File: src/rtl/button_pkg.sv
// Shared definitions for the button-event arbiter: FSM state encoding and
// the sizing helper that derives an index width from a button count.
package button_pkg;

    localparam logic [1:0] ST_IDLE   = 2'd0;
    localparam logic [1:0] ST_HOLD   = 2'd1;
    localparam logic [1:0] ST_REPEAT = 2'd2;

    typedef enum logic [1:0] {
        sIdle   = ST_IDLE,
        sHold   = ST_HOLD,
        sRepeat = ST_REPEAT
    } stateT;

    // Bits needed to index numItems sources (at least one bit).
    function automatic int idWidthFor(input int numItems);
        return (numItems <= 1) ? 1 : $clog2(numItems);
    endfunction

    localparam int DefaultNumButtons = 4;
    localparam int DefaultIdWidth    = idWidthFor(DefaultNumButtons);

endpackage

File: src/rtl/button_priority_encoder.sv
// Lowest-index-wins priority encoder. Valid flags any set request; Index is
// the position of the lowest set bit (0 when nothing is requested).
module button_priority_encoder #(
    parameter int NumInputs  = 4,
    parameter int IndexWidth = 2
) (
    input  logic [NumInputs-1:0]  Request,
    output logic                  Valid,
    output logic [IndexWidth-1:0] Index
);

    // Scan from the top down so the lowest set bit is the last one written.
    always_comb begin
        Valid = 1'b0;
        Index = '0;
        for (int i = NumInputs - 1; i >= 0; i--) begin
            if (Request[i]) begin
                Valid = 1'b1;
                Index = IndexWidth'(i);
            end
        end
    end

endmodule

File: src/rtl/button_event_arbiter.sv
// Button event arbiter: owns one debounced button at a time and turns its
// press into a one-cycle event tagged with the button index.
// Optional hold-to-auto-repeat is enabled by defining BUTTON_AUTOREPEAT_EN;
// without it the arbiter emits only the initial press event and the timer,
// HoldDelay and RepeatPeriod have no effect.
module button_event_arbiter
    import button_pkg::*;
#(
    parameter int NumButtons   = 4,
    parameter int IdWidth      = idWidthFor(NumButtons),
    parameter int TimerWidth   = 8,
    parameter int HoldDelay    = 50,
    parameter int RepeatPeriod = 10
) (
    input  logic                  Clk,
    input  logic                  Reset,
    input  logic [NumButtons-1:0] ButtonIn,
    input  logic                  Enable,
    output logic                  EventValid,
    output logic [IdWidth-1:0]    EventId,
    output logic                  EventRepeat,
    output logic                  Busy
);

    stateT                 state;
    logic [NumButtons-1:0] buttonPrev;
    logic [NumButtons-1:0] riseVec;
    logic [NumButtons-1:0] ownerMask;
    logic                  riseValid;
    logic [IdWidth-1:0]    riseIdx;
    logic                  stayOwned;

    assign riseVec   = ButtonIn & ~buttonPrev;
    // Ownership persists only while the owner is held and the arbiter enabled;
    // this check is evaluated before any timer expiry so release/disable wins.
    assign stayOwned = Enable & (|(ButtonIn & ownerMask));

    button_priority_encoder #(
        .NumInputs  (NumButtons),
        .IndexWidth (IdWidth)
    ) uRiseEncoder (
        .Request (riseVec),
        .Valid   (riseValid),
        .Index   (riseIdx)
    );

`ifdef BUTTON_AUTOREPEAT_EN
    logic [TimerWidth-1:0] timer;
`else
    logic unusedParams;
    assign unusedParams = ^{32'(TimerWidth), 32'(HoldDelay), 32'(RepeatPeriod)};
`endif

    // Arbitration FSM with registered event outputs; buttonPrev resets to all
    // ones so a button held through reset needs a fresh press.
    always_ff @(posedge Clk or negedge Reset) begin
        if (!Reset) begin
            state       <= sIdle;
            buttonPrev  <= '1;
            ownerMask   <= '0;
            EventValid  <= 1'b0;
            EventId     <= '0;
            EventRepeat <= 1'b0;
            Busy        <= 1'b0;
`ifdef BUTTON_AUTOREPEAT_EN
            timer       <= '0;
`endif
        end else begin
            buttonPrev  <= ButtonIn;
            EventValid  <= 1'b0;
            EventRepeat <= 1'b0;
            case (state)
                sIdle: begin
                    if (Enable && riseValid) begin
                        state      <= sHold;
                        ownerMask  <= {{(NumButtons-1){1'b0}}, 1'b1} << riseIdx;
                        EventValid <= 1'b1;
                        EventId    <= riseIdx;
                        Busy       <= 1'b1;
`ifdef BUTTON_AUTOREPEAT_EN
                        timer      <= '0;
`endif
                    end
                end
                sHold: begin
                    if (!stayOwned) begin
                        state <= sIdle;
                        Busy  <= 1'b0;
                    end
`ifdef BUTTON_AUTOREPEAT_EN
                    else if (timer == TimerWidth'(HoldDelay - 1)) begin
                        state       <= sRepeat;
                        timer       <= '0;
                        EventValid  <= 1'b1;
                        EventRepeat <= 1'b1;
                    end else begin
                        timer <= timer + TimerWidth'(1);
                    end
`endif
                end
`ifdef BUTTON_AUTOREPEAT_EN
                sRepeat: begin
                    if (!stayOwned) begin
                        state <= sIdle;
                        Busy  <= 1'b0;
                    end else if (timer == TimerWidth'(RepeatPeriod - 1)) begin
                        timer       <= '0;
                        EventValid  <= 1'b1;
                        EventRepeat <= 1'b1;
                    end else begin
                        timer <= timer + TimerWidth'(1);
                    end
                end
`endif
                default: begin
                    state <= sIdle;
                    Busy  <= 1'b0;
                end
            endcase
        end
    end

endmodule

File: config.mk
export PLATFORM = sky130hd
export DESIGN_NAME = button_event_arbiter
export DESIGN_NICKNAME = d
export VERILOG_FILES = /design/src/rtl/button_pkg.sv /design/src/rtl/button_priority_encoder.sv /design/src/rtl/button_event_arbiter.sv
export SDC_FILE = /design/constraint.sdc
export NUM_CORES = 1
export LEC_CHECK = 0
export ABC_AREA = 1
export BUFFER_PORTS_ARGS = -buffer_cell sky130_fd_sc_hd__buf_2
export CAP_MARGIN = 20
export CORE_AREA = 2 2 39 41
export CTS_CLUSTER_SIZE = 25
export DETAILED_ROUTE_END_ITERATION = 12
export DIE_AREA = 0 0 41 43
export SYNTH_ARGS = -nofsm -noshare
export SYNTH_HDL_FRONTEND = slang
export SYNTH_HIERARCHICAL = 1
export SYNTH_SLANG_ARGS = --single-unit
File: constraint.sdc
create_clock -name Clk -period 1.4 [get_ports Clk]
set_clock_uncertainty 0.15 [all_clocks]
set_input_delay 0.07 -clock Clk [delete_from_list [all_inputs] [get_ports Clk]]
set_output_delay 0.07 -clock Clk [all_outputs]
set_load 0.02 [all_outputs]
# Yosys cells after proc, flatten, opt, wreduce, memory -nomap -nowiden

Index checks and enable logic that the tools add are counted.

Bits in latches: 0
Memory bits (read-only): 0
Memories kept: 0
Bits of input ports: 7
Output and inout bits: 5
Register bits after elaboration: 14
Word-level logic and storage cells: 35
Memory bits (writable): 0

Add/sub/neg operators: 0
Order comparisons: 0
Eq/ne operators: 3
Reduce and logical (&&, ||, !) cells: 5
Multiplexer cells: 16
Bitwise logic cells: 4
Shift-type cells: 1
$mul: 0
Divide/modulo/power cells: 0

Operators with widths:

| kind                                                              | count |
|---|---|
| 2-bit two-way mux                                                 | 6 |
| 4-bit bitwise AND                                                 | 2 |
| 1-bit two-way mux                                                 | 8 |
| 2-bit != test, second input constant                              | 2 |
| 4-bit NOT                                                         | 1 |
| 2-bit case mux with 2 select lines                                | 1 |
| 2-bit AND reduction                                               | 2 |
| 4-bit OR reduction                                                | 1 |
| 1-bit by 2-bit left shift with 4-bit output, first input constant | 1 |
| 2-bit by 1-bit == test with 1-bit output, second input constant   | 1 |
| 2-bit logical NOT                                                 | 1 |
| 1-bit case mux with 2 select lines                                | 1 |
| 1-bit bitwise AND                                                 | 1 |
| 1-bit logical AND                                                 | 1 |

# Longest topological paths before layout

Word-level depth: 9
Gate-level depth with buffers: 8
Depth with buffers taken out: 8

# Hierarchy

The synthesis kept the hierarchy.

Modules (own cells, without submodules):

| module                  | seq. area each (um^2) | times used | cells each | area an instance (um^2) |
|---|---|---|---|---|
| button_event_arbiter    | 305.3                 | 1          | 55         | 505.5 |
| button_priority_encoder | 0.0                   | 1          | 8          | 36.3 |

# Worst setup path after synthesis

OpenSTA, ideal clock, no wires.

Path kind: flip-flop to flip-flop
From: register buttonPrev[2]
To: register EventId[1]
Setup slack: 0.106 ns
Buffers on the path: 1
Period minus slack after synthesis: 1.294 ns
Required time: 1.176 ns
Cell stages (with the launch flop): 8
Arrival time: 1.070 ns
Library setup time: 0.074 ns
Cells stage by stage: dfstp_2 -> nor2_1 -> nor2_1 -> nand2_1 -> nand3_2 -> buf_6 -> nand2_1 -> o21ai_2

Cells in the longest elaborated chain, start to end: 7
Elaborated cells between the ends (all ways): 10
Classes of those cells: 6 x mux; 2 x bitwise; 2 x reduce/logical

RTL lines:

| item                                 | line                          | RTL |
|---|---|---|
| start: declaration                   | button_event_arbiter.sv:26    | `logic [NumButtons-1:0] buttonPrev;` |
| start signal: assignment             | button_event_arbiter.sv:69    | `buttonPrev <= ButtonIn;` |
| 4-bit NOT                            | button_event_arbiter.sv:33    | `assign riseVec = ButtonIn & ~buttonPrev;` |
| 4-bit bitwise AND                    | button_event_arbiter.sv:33    |  |
| net riseVec[2]                       | button_event_arbiter.sv:27    | `logic [NumButtons-1:0] riseVec;` |
| 1-bit two-way mux (3 in a row)       | button_priority_encoder.sv:17 | `if (Request[i]) begin` |
| net riseValid                        | button_event_arbiter.sv:29    | `logic riseValid;` |
| 1-bit logical AND                    | button_event_arbiter.sv:74    | `if (Enable && riseValid) begin` |
| 2-bit AND reduction (no source line) | n/a                           |  |
| end signal: assignment               | button_event_arbiter.sv:78    | `EventId <= riseIdx;` |
| end: declaration                     | button_event_arbiter.sv:20    | `output logic [IdWidth-1:0] EventId,` |

The timed path passes the listed nets, and every way through them passes these cells.
A chain may end at the register's enable or synchronous reset.

# Final worst setup path

From: register buttonPrev[2]
To: register EventId[1]

Elaborated cells between the ends (all ways): 10
Classes of those cells: 6 x mux; 2 x bitwise; 2 x reduce/logical

RTL lines:

| item                           | line                          | RTL |
|---|---|---|
| 4-bit NOT                      | button_event_arbiter.sv:33    |  |
| 4-bit bitwise AND              | button_event_arbiter.sv:33    |  |
| net riseVec[2]                 | button_event_arbiter.sv:27    |  |
| 2-bit two-way mux (3 in a row) | button_priority_encoder.sv:17 |  |
| net riseIdx[1]                 | button_event_arbiter.sv:30    | `logic [IdWidth-1:0] riseIdx;` |

The timed path passes the listed nets, and every way through them passes these cells.

==> metrics.yaml <==
die:
  design.die.area_sq_um: 1760
  rows: 14
  die_h_um: 43
  start_util_pct: 39.2
  core_area_sq_um: 1380
  pin_count: 12
  die_w_um: 41
route:
  drc: 0
  drt_first_pass_iters: 3
  drt-total-wl_mm: 1.05
  drt.antenna.violating_nets: 0
  routed_via_density: 4.24
  dr_total_vias: 428
  avgRoutedWirePerCell_um: 10.4
  drtIter0Drc: 3
timing:
  slew_violations: 0
  fmax_mhz: 725
  setup_ws_ns: 0.0208
  setup_violations: 0
  min_period_ns: 1.38
  hold_viol: 0
  holdWs_ns: 0.0467
  post-route-period-util_pct: 98.5
clock_network:
  numCtsBuffers: 3
  worstSkewPairLatency_ns: 0.27
  cts_tree: "done"
  cts.sinks: 12
  clock-root-buffer: "clkbuf_4"
  clk_path_buf_depth: 2
  clk_pin_slew_worst_paths_ns: 0.08
  cts-htree-levels: 1
cells_and_area:
  final_util_pct: 57.2
  drive_gt1_share_pct: 48.2
  num_antenna_cells: 0
  finalNetCount: 93
  fin_area_sq_um: 792
  layout-area-overhead-vs-synth_pct: 46.2
  fillers: 128
critical_path:
  cp_top_family: "flip-flops"
  worst_path_most_repeated_cell: "nor2_4"
  path_buf_inv: 2
  criticalPathCategory: "reg -> reg"
  cp_cell_sequence: "nor2_4, nor2_4, nor3_2, inv_1, buf_4, o21ai_2"
  crit_fanout: 4
  slowest_stage: "dfstp_2"
  max_stage_delay_ns: 0.55
  critPathArrivalTime_ns: 1.40
  cp-start-kind: "flop"
  end_kind: "flop"
  cp_data_required_time_ns: 1.42
synth:
  syn_nets: 70
  syn_area_sq_um: 542
  netlist_instances: 63
  yosysSeqAreaShare_pct: 56.4
  synth-warning-count: 6
  postSynthAreaPerCell_sq_um: 8.60
  ys_types: 13
  synth_seq_cells: 12
hold_path:
  worstHoldPathType: "in -> async"
global_routing:
  grt_pass1_vias: 390
  groute.usage.overall_pct: 14.1
  gr-total-overflow: 0
  grt_first_pass_wirelength_mm: 1.61
  grt_antenna_before_repair: 0
  grt_max_degree: 13
placed_design:
  dpl_worst_slack_ns: -0.000922
  dpl_cell_area_sq_um: 608
  numPortBuffers: 10
  hpwlAfterDp_um: 648
  gp_congestion: 0.665
pwr:
  p_per_area_nw_per_um2: 1170
  irDropWorstVdd_mv: 0.752
  p_leak_nw: 0.409
run:
  maxCapViolations: 0
status:
  status: "finished, final reports clean"
-- routing by layer --
layer | track usage [%] | routed length, um | up-vias | share of wire [%]
li1 | - | - | 227 | -
met1 | 18.4 | 466 | 193 | 44
met2 | 19.7 | 543 | 6 | 52
met3 | 1.57 | 29 | 2 | 2.8
met4 | 12.0 | 9 | 0 | 0.86
met5 | 0 | 0 | - | 0
-- per-stage QoR --
step,TNS [ns],std cells,power [mW]
3_5_place_dp,-0.000922,89,0.601
4_1_cts,0,99,0.897
3_3_place_gp,0,89,0.598
6_report,0,101,0.925
2_1_floorplan,0,63,0.546
5_1_grt,-0.0785,101,0.983
-- cell families (layout without fill, tap and decap cells) --
group	Yosys count	count (layout)	share of synthesized area, %
other	1	1	0.692
flip-flops	12	12	56.4
AND/OR/NAND/NOR	31	31	22.9
buffers and inverters	13	35	11.1
AO/OA/AOI/OAI	6	6	9.01
-- cell usage in the layout (no fill, tap or decap) --
cell           Yosys  routed
nor2_2             0       2
dlygate4sd3_1      0       6
nand2_2            0       4
buf_4              1       2
clkbuf_8           0       1
dfrtp_1            8       8
nand2_1           22      18
inv_2              0       2
buf_2              0      10
conb_1             1       1
nor2_4             0       4
o21ai_2            4       4
nor3_2             0       1
a21oi_4            0       1
o21ai_0            1       1
dfstp_2            4       4
nand3_4            0       1
nor2_1             7       1
inv_1             11       9
buf_6              1       2
clkbuf_4           0       3
-- state kept, by name (all words and copies together), names as in the netlist --
name        count
Busy            1
EventId         2
EventValid      1
buttonPrev      4
ownerMask       4
-- Yosys cell counts, drive strengths merged --
| library cell | count | area, sq um |
|---|---|---|
| buf | 2 | 18.8 |
| dfstp | 4 | 105 |
| dfrtp | 8 | 200 |
| nand3 | 1 | 10.0 |
| nand2 | 22 | 82.6 |
| nor3 | 1 | 5.00 |
| conb | 1 | 3.75 |
| nor2 | 7 | 26.3 |
| a21oi | 1 | 8.76 |
| inv | 11 | 41.3 |
| o21ai | 5 | 40.0 |
-- worst paths after layout --
path	startpoint	endpoint	slack (ns)	cells after the start
worst max register to register	buttonPrev[2]$_DFF_PN1_	EventId[1]$_DFFE_PN0P_	0.02	6
worst max-delay path	buttonPrev[2]$_DFF_PN1_	EventId[1]$_DFFE_PN0P_	0.02	6
min in group Clk	ButtonIn[0]	ownerMask[3]$_DFFE_PN0P_	0.12	6
max in group asynchronous	Reset	buttonPrev[1]$_DFF_PN1_	0.78	2
worst min register to register	EventId[1]$_DFFE_PN0P_	EventId[1]$_DFFE_PN0P_	0.33	2
worst min-delay path	Reset	EventValid$_DFF_PN0_	0.05	2
-- what timing repair did --
item                                    4_1_cts  5_1_grt
hold buffers                                  6        0
pin swaps                                     2        5
gates resized for setup                       1       20
endpoints found under the setup margin        3        7
hold endpoints to repair                     17        0
buffers inserted                              0        2
-- layout make-up --
cell class / count / area [sq um] / area share, %
multi-input combinational: 38 / 241 / 30.5
inverter: 11 / 41.3 / 5.21
timing repair buffer: 20 / 148 / 18.6
tap: 16 / 20.0 / 2.53
clock buffer: 4 / 36.3 / 4.58
sequential: 12 / 305 / 38.5
-- power by group --
group / switching [mW] / leakage, nW / total, mW / internal (mW)
Clock: 0.118 / 0.0210 / 0.276 / 0.158
Sequential: 0.0229 / 0.146 / 0.420 / 0.398
Combinational: 0.131 / 0.241 / 0.228 / 0.0970
Total: 0.272 / 0.409 / 0.925 / 0.653
No activity file was read; power rests on OpenSTA's default activity.
